===== src/rtl/incond_pkg.sv =====
// Shared constants and types for the board input conditioner.
// Counter widths come from the debounce length so that a board build and a sim build size themselves.
package incond_pkg;

    localparam int DEBOUNCE_BOARD = 500000;
    localparam int DEBOUNCE_SIM   = 4;
    localparam int N_SW_DE10      = 10;
    localparam int N_KEY_DE10     = 2;

    // A count of 0..cycles-1 needs $clog2(cycles) bits; never allow a zero-width counter.
    function automatic int cnt_width(input int cycles);
        return (cycles < 2) ? 1 : $clog2(cycles);
    endfunction

    typedef logic [cnt_width(DEBOUNCE_BOARD)-1:0] cnt_board_t;
    typedef logic [cnt_width(DEBOUNCE_SIM)-1:0]   cnt_sim_t;

    typedef enum logic [1:0] {
        EDGE_NONE = 2'd0,
        EDGE_RISE = 2'd1,
        EDGE_FALL = 2'd2
    } edge_t;

endpackage


===== src/rtl/debounce_bit.sv =====
// One-bit synchronizer + debouncer: clean follows the synchronized input after DEBOUNCE_CYCLES stable edges.
// Raw-to-clean latency is DEBOUNCE_CYCLES+2 edges; rise/fall pulses are registered alongside clean.
module debounce_bit
    import incond_pkg::*;
#(
    parameter int   DEBOUNCE_CYCLES = DEBOUNCE_SIM,
    parameter logic RESET_VAL       = 1'b0
) (
    input  logic clk,
    input  logic rst_n,
    input  logic raw_i,
    output logic clean_o,
    output logic rise_o,
    output logic fall_o
);

    localparam int             CW       = cnt_width(DEBOUNCE_CYCLES);
    localparam logic [CW-1:0]  CNT_LAST = CW'(DEBOUNCE_CYCLES - 1);

    logic          s1_q;
    logic          s2_q;
    logic          clean_q;
    logic          clean_d;
    logic          rise_q;
    logic          rise_d;
    logic          fall_q;
    logic          fall_d;
    logic [CW-1:0] cnt_q;
    logic [CW-1:0] cnt_d;
    edge_t         edge_d;

    // The counter only runs while the input disagrees with clean, so it cannot pass CNT_LAST.
    always_comb begin
        cnt_d   = '0;
        clean_d = clean_q;
        edge_d  = EDGE_NONE;
        if (s2_q != clean_q) begin
            if (cnt_q == CNT_LAST) begin
                clean_d = s2_q;
                edge_d  = s2_q ? EDGE_RISE : EDGE_FALL;
            end else begin
                cnt_d = cnt_q + 1'b1;
            end
        end
        rise_d = (edge_d == EDGE_RISE);
        fall_d = (edge_d == EDGE_FALL);
    end

    always_ff @(posedge clk) begin
        if (!rst_n) begin
            s1_q    <= RESET_VAL;
            s2_q    <= RESET_VAL;
            clean_q <= RESET_VAL;
            cnt_q   <= '0;
            rise_q  <= 1'b0;
            fall_q  <= 1'b0;
        end else begin
            s1_q    <= raw_i;
            s2_q    <= s1_q;
            clean_q <= clean_d;
            cnt_q   <= cnt_d;
            rise_q  <= rise_d;
            fall_q  <= fall_d;
        end
    end

    assign clean_o = clean_q;
    assign rise_o  = rise_q;
    assign fall_o  = fall_q;

endmodule


===== src/rtl/input_conditioner.sv =====
// Board SW/KEY front-end: synchronizes and debounces inputs, gives active-high key levels and press/release pulses.
// INCOND_SW_DEBOUNCE_EN selects debounced switches; otherwise switches are only double-flopped (2-edge latency).
module input_conditioner
    import incond_pkg::*;
#(
    parameter int N_SW            = N_SW_DE10,
    parameter int N_KEY           = N_KEY_DE10,
    parameter int DEBOUNCE_CYCLES = DEBOUNCE_BOARD
) (
    input  logic             clk,
    input  logic             rst_n,
    input  logic [N_SW-1:0]  sw_raw,
    input  logic [N_KEY-1:0] key_raw_n,
    output logic [N_SW-1:0]  sw_clean,
    output logic [N_KEY-1:0] key_level,
    output logic [N_KEY-1:0] key_press,
    output logic [N_KEY-1:0] key_release
);

    logic [N_KEY-1:0] key_clean_n;
    logic [N_KEY-1:0] key_rise_n;
    logic [N_KEY-1:0] key_fall_n;

    // Keys are debounced in raw (active-low) polarity so their flops reset to "released";
    // a falling raw edge is therefore a press.
    for (genvar i = 0; i < N_KEY; i++) begin : g_key
        debounce_bit #(
            .DEBOUNCE_CYCLES (DEBOUNCE_CYCLES),
            .RESET_VAL       (1'b1)
        ) u_key_db (
            .clk     (clk),
            .rst_n   (rst_n),
            .raw_i   (key_raw_n[i]),
            .clean_o (key_clean_n[i]),
            .rise_o  (key_rise_n[i]),
            .fall_o  (key_fall_n[i])
        );
    end

    assign key_level   = ~key_clean_n;
    assign key_press   = key_fall_n;
    assign key_release = key_rise_n;

`ifdef INCOND_SW_DEBOUNCE_EN
    logic [N_SW-1:0] sw_rise_unused;
    logic [N_SW-1:0] sw_fall_unused;

    for (genvar i = 0; i < N_SW; i++) begin : g_sw
        debounce_bit #(
            .DEBOUNCE_CYCLES (DEBOUNCE_CYCLES),
            .RESET_VAL       (1'b0)
        ) u_sw_db (
            .clk     (clk),
            .rst_n   (rst_n),
            .raw_i   (sw_raw[i]),
            .clean_o (sw_clean[i]),
            .rise_o  (sw_rise_unused[i]),
            .fall_o  (sw_fall_unused[i])
        );
    end
`else
    logic [N_SW-1:0] sw_s1_q;
    logic [N_SW-1:0] sw_s2_q;

    always_ff @(posedge clk) begin
        if (!rst_n) begin
            sw_s1_q <= '0;
            sw_s2_q <= '0;
        end else begin
            sw_s1_q <= sw_raw;
            sw_s2_q <= sw_s1_q;
        end
    end

    assign sw_clean = sw_s2_q;
`endif

endmodule


===== config.mk =====
export PLATFORM = sky130hd
export DESIGN_NAME = input_conditioner
export DESIGN_NICKNAME = d
export VERILOG_FILES = /design/src/rtl/incond_pkg.sv /design/src/rtl/debounce_bit.sv /design/src/rtl/input_conditioner.sv
export SDC_FILE = /design/constraint.sdc
export NUM_CORES = 1
export LEC_CHECK = 0
export ABC_AREA = 0
export CAP_MARGIN = 15
export CORE_ASPECT_RATIO = 1.2
export CORE_MARGIN = 2
export CORE_UTILIZATION = 45
export CTS_BUF_LIST = sky130_fd_sc_hd__clkbuf_4
export DETAILED_ROUTE_END_ITERATION = 16
export PLACE_DENSITY = 0.75
export SLEW_MARGIN = 20
export SYNTH_ARGS = -nofsm -noshare
export SYNTH_HDL_FRONTEND = slang
export SYNTH_HIERARCHICAL = 1
export SYNTH_SLANG_ARGS = --single-unit

===== constraint.sdc =====
create_clock -name clk -period 1.5 [get_ports clk]
set_input_delay 0.225 -clock clk [delete_from_list [all_inputs] [get_ports clk]]
set_output_delay 0.225 -clock clk [all_outputs]
set_load 0.01 [all_outputs]

# After elaboration in Yosys (flattened, before gate mapping)
# Index checks and enable logic that the tools add are counted.
# word_totals
ff_bits,68
# classes
n_eq_ne,8
bitwise,4
n_mux,6
n_addsub,2
reduce_logical,4
# op_table
operator,count
$add 19x1->19 const B,2
$eq 19x19->1 const B,2
$mux 2,6
$reduce_or 3->1,2
$eq 2x1->1 const B,2
$eq 2x2->1 const B,2
$reduce_and 2->1,2
$not 1->1,3
$ne 1x1->1,2
$not 2->2,1

# Logic depth before layout (Yosys ltp)
# Gate-level depths: netlist of run 1.
# logic_depth
ltp_word,4
ltp_mapped,7
mapped_depth_nobuf,5

# Hierarchy
# The synthesis of run 1 kept the hierarchy.
# modules_own_cells
module,seq_area_each_um2,cells_per_inst,instances,area_per_inst_um2
debounce_bit at g_key[1].u_key_db,480.5,119,1,1096.1
debounce_bit at g_key[0].u_key_db,480.5,116,1,1047.3
input_conditioner,400.4,44,1,569.3

# Worst setup path after synthesis of run 1
# OpenSTA, ideal clock, no wires.
# synth_timing
kind,register to register
startpoint,reg g_key[1].u_key_db.cnt_q[0]
endpoint,reg g_key[1].u_key_db.cnt_q[10]
t_required_ps,1383
slack_ps,-201
stages_incl_launch_ff,8
setup_ps,117
synth_period_minus_slack_ps,1701
arrival_time_ps,1584
n_path_buf,2
cell_sequence,dfxtp_1 > ha_1 > and4_2 > clkbuf_2 > nand4_1 > o21ai_4 > buf_2 > nor2_1
# synth_via
elab_chain_len,2
# synth_lines
element,line,text
from (decl),debounce_bit.sv:28,logic [CW-1:0] cnt_q;
from (signal assigned),debounce_bit.sv:61,cnt_q <= cnt_d;
branches (longest 2 deep; another with $add 19x1->19),-,
# Several ways; the timed one is not identified.
# A chain may end at the register's enable or synchronous reset.

# Final worst setup path of run 1
# layout_timing
startpoint,reg g_key[1].u_key_db.cnt_q[6]
endpoint,reg g_key[1].u_key_db.cnt_q[17]
# The elaborated chain is that of the path after synthesis.

==> results by group, run 1 <==
Setup path
  • Reg2reg setup slack: -0.05 ns
  • Reg2reg end: g_key[1].u_key_db/cnt_q[17]$_SDFF_PP0_
  • CP Launch Type: flip-flop
  • Worst r2r src: g_key[1].u_key_db/cnt_q[6]$_SDFF_PP0_
  • Crit path kind: flip-flop to flip-flop
  • Critical path data required time: 1.86 ns
  • Critical Path Start: g_key[1].u_key_db/cnt_q[6]$_SDFF_PP0_
  • CP Max Fanout: 7
  • CP arrival: 1.91 ns
  • Worst setup path endpoint: g_key[1].u_key_db/cnt_q[17]$_SDFF_PP0_
  • Crit end category: flip-flop
  • Reg2Reg Depth: 4

Layout
  • # diodes: 0
  • Design area: 3840 um^2
  • Final core utilization: 64.7%
  • Commonest non-fill, non-tap cell in the layout: dfxtp_1
  • Share of cells above drive strength 1: 37.1%
  • Layout net count: 378
  • Most frequent cells in the layout: 45 x dfxtp_1, 43 x buf_4, 30 x nor2_1, 16 x dlygate4sd2_1
  • Area delta synth->final: 41.7%

Global routing
  • GRT Residual Overflow: 0
  • Largest net degree at the start of global routing: 22
  • Initial antenna violation count: 0
  • Global-route wire length before repair: 9540 um
  • Vias in the first global route: 2,162
  • Tot GR Track Use: 19.2%

STA
  • Final Max Slew Viols: 0
  • Setup violators final: 15
  • Final Hold Violating Endpoints: 0
  • Setup ws final: -0.0460 ns
  • Worst slew pin tran: 0.333 ns
  • Period utilization: 103%
  • Clk_skew: 0.0106 ns
  • Post-layout minimum cycle time: 1.55 ns
  • RSZ-0062 raised after global routing: yes
  • Max Fclk: 647 MHz
  • Worst slew margin: 77.6%

Outcome
  • Failing checks: setup timing
  • Status: finished, violations left

CTS
  • Skew-Pair Late Insertion Delay: 0.42 ns
  • CTS tree: done
  • Clock sinks: 68
  • Longest Clk Path Bufs: 2
  • CTS Hold Bufs: 0
  • Root Driver: clkbuf_4
  • H-Tree Depth: 3
  • Clock slew at reported path FFs: 0.12 ns
  • Inserted Clock Buffers: 9

Yosys
  • Synth top area share: 50.2%
  • Post-Syn Area: 2710 um^2
  • Syn_nets: 295
  • Ys Warns: 6
  • Synth area leader: dfxtp_1
  • Syn_area_per_cell: 9.72 um^2
  • Synth Instances: 279
  • Synth area leaders: dfxtp_1 50%, nor2_1 5.1%, xnor2_1 4.8%
  • Seq/Total Area, Yosys: 50.2%
  • Yosys reg bits: 68
  • Yosys cell types: 40

Hold path
  • Type of the worst min-delay path: input port to flip-flop

Floorplan
  • Core ar.: 5930 um^2
  • Die Y: 89.1 um
  • Die Area: 6670 um^2
  • Die width: 74.9 um
  • Starting Density: 45.7%
  • # rows: 31
  • I/O pin count: 30

Power
  • P_leak: 0.00147 uW
  • Overall power: 3500 uW
  • Cell Pwr Density: 910 nW/um^2
  • Maximum vdd drop: 0.644 mV

Route
  • Initial DRC count: 126
  • DRT Pass-1 Iters: 4
  • Total Wirelength: 6090 um
  • Post-route ant nets: 0
  • DR vias/cell: 4.97
  • Total vias in the final route: 2,233
  • DR DRC count: 0
  • WL per Instance: 13.6 um

Placed design
  • DP Area: 3380 um^2
  • IO Port Bufs: 29
  • DP HPWL: 4000 um
  • Final GP Congestion: 0.855

Run
  • Max Cap Violations: 0
-- stage by stage --
step / setup TNS, ns / cells / hold slack, ns / setup slack [ns]
finish: -0.262 / 449 / 0.353 / -0.0460
global route: -0.932 / 449 / 0.359 / -0.0832
global placement: -0.0205 / 423 / 0.391 / -0.0205
CTS: -0.0894 / 442 / 0.335 / -0.0382
detailed placement: -0.364 / 423 / 0.392 / -0.0679
floorplan: -0.335 / 279 / 0.297 / -0.0339
-- power by group --
| part | total [uW] | internal [uW] | switching, uW |
|---|---|---|---|
| logic | 120 | 74.7 | 45.1 |
| registers | 1830 | 1820 | 8.95 |
| clock network | 1540 | 854 | 691 |
-- registers in the layout, indices dropped and copies added, names as in the netlist --
| register | cells |
|---|---|
| g_key.u_key_db/fall_o | 2 |
| g_key.u_key_db/s1_q | 2 |
| g_key.u_key_db/s2_q | 2 |
| sw_clean | 10 |
| g_key.u_key_db/rise_o | 2 |
| g_key.u_key_db/cnt_q | 38 |
| g_key.u_key_db/clean_o | 2 |
| sw_s1_q | 10 |
-- synth_stat cells --
cell type and number:
nand2_1 12, nand3_4 1, nand3_1 13, and4_2 1, nor3_1 6, a31o_2 1
buf_4 2, dfxtp_1 68, inv_1 8, nor4_1 7, nor4bb_1 1, nor2b_1 2
and4_1 4, nor2_1 37, nor4_2 1, and3_1 9, nand2b_1 5, buf_6 3
xnor2_1 15, nor4b_1 1, and2_2 12, o21bai_2 1, or4_4 2, a21oi_2 1
a21oi_1 5, o21ai_0 6, or3_1 5, o21ai_4 1, xor2_1 14, ha_1 2
or4_1 1, nand4_4 1, a31o_1 1, buf_2 1, and2_1 10, nand4_1 14
and3_2 1, o31ai_1 1, clkbuf_2 1, nand3_2 2
-- per-layer routing --
layer / vias up / part of all wire (%) / track usage, %
met4: 0 / 3.2 / 13.0
met2: 43 / 54 / 32.9
met5: - / 0 / 0
met3: 15 / 2.7 / 3.72
met1: 1039 / 40 / 21.0
li1: 1136 / - / -
-- logic make-up (layout without fill, tap and decap cells) --
| group | count (synthesis) | after routing | synth area share [%] |
|---|---|---|---|
| compound gates | 17 | 17 | 4.29 |
| xor+xnor | 29 | 29 | 9.36 |
| flops | 68 | 68 | 50.2 |
| simple gates | 148 | 148 | 32.0 |
| fa+ha+maj | 2 | 2 | 0.922 |
| buf+inv | 15 | 103 | 3.27 |
-- worst max-delay path, stage by stage (launching register included) --
cell	delay, ns
dfxtp_4	0.42
nand3_4	0.07
or4_4	0.55
or3_1	0.33
a21oi_2	0.11
-- worst min-delay path by stage --
stage                                       from                                endpoint  slack [ns]  cells after the start
4_1_cts                                sw_raw[7]                   sw_s1_q[7]$_SDFF_PN0_        0.33                      2
3_5_place_dp   g_key[0].u_key_db/s1_q$_SDFF_PN1_       g_key[0].u_key_db/s2_q$_SDFF_PN1_        0.39                      1
5_1_grt                             key_raw_n[1]       g_key[1].u_key_db/s1_q$_SDFF_PN1_        0.36                      2
3_3_place_gp   g_key[1].u_key_db/s1_q$_SDFF_PN1_       g_key[1].u_key_db/s2_q$_SDFF_PN1_        0.39                      1
6_report                               sw_raw[7]                   sw_s1_q[7]$_SDFF_PN0_        0.35                      2
2_1_floorplan                              rst_n  g_key[0].u_key_db/clean_o$_SDFFE_PN1P_        0.30                      1
-- timing repair --
item,4_1_cts,5_1_grt
gates resized for setup,41,35
setup buffers,2,7
gates cloned,1,0
pin swaps,7,9
endpoints found under the setup margin,48,37
-- cell type report --
class,instances,area [um^2]
fillers,454,2090
multi-input cells,196,1430
flip-flops and latches,68,1410
repair buffers,79,681
clock inverters,7,123
well taps,82,103
clock buffers,9,67.6
inverters,8,30.0
(Power assumes the default switching activity.)
==> run 2: changes to the inputs <==
--- a/config.mk
+++ b/config.mk
@@ -6,7 +6,6 @@
 export NUM_CORES = 1
 export LEC_CHECK = 0
 export ABC_AREA = 0
-export CAP_MARGIN = 15
 export CORE_ASPECT_RATIO = 1.2
 export CORE_MARGIN = 2
 export CORE_UTILIZATION = 45
==> results of run 2 <==
No change in the layout: final DEF, timing and power equal those of run 1.
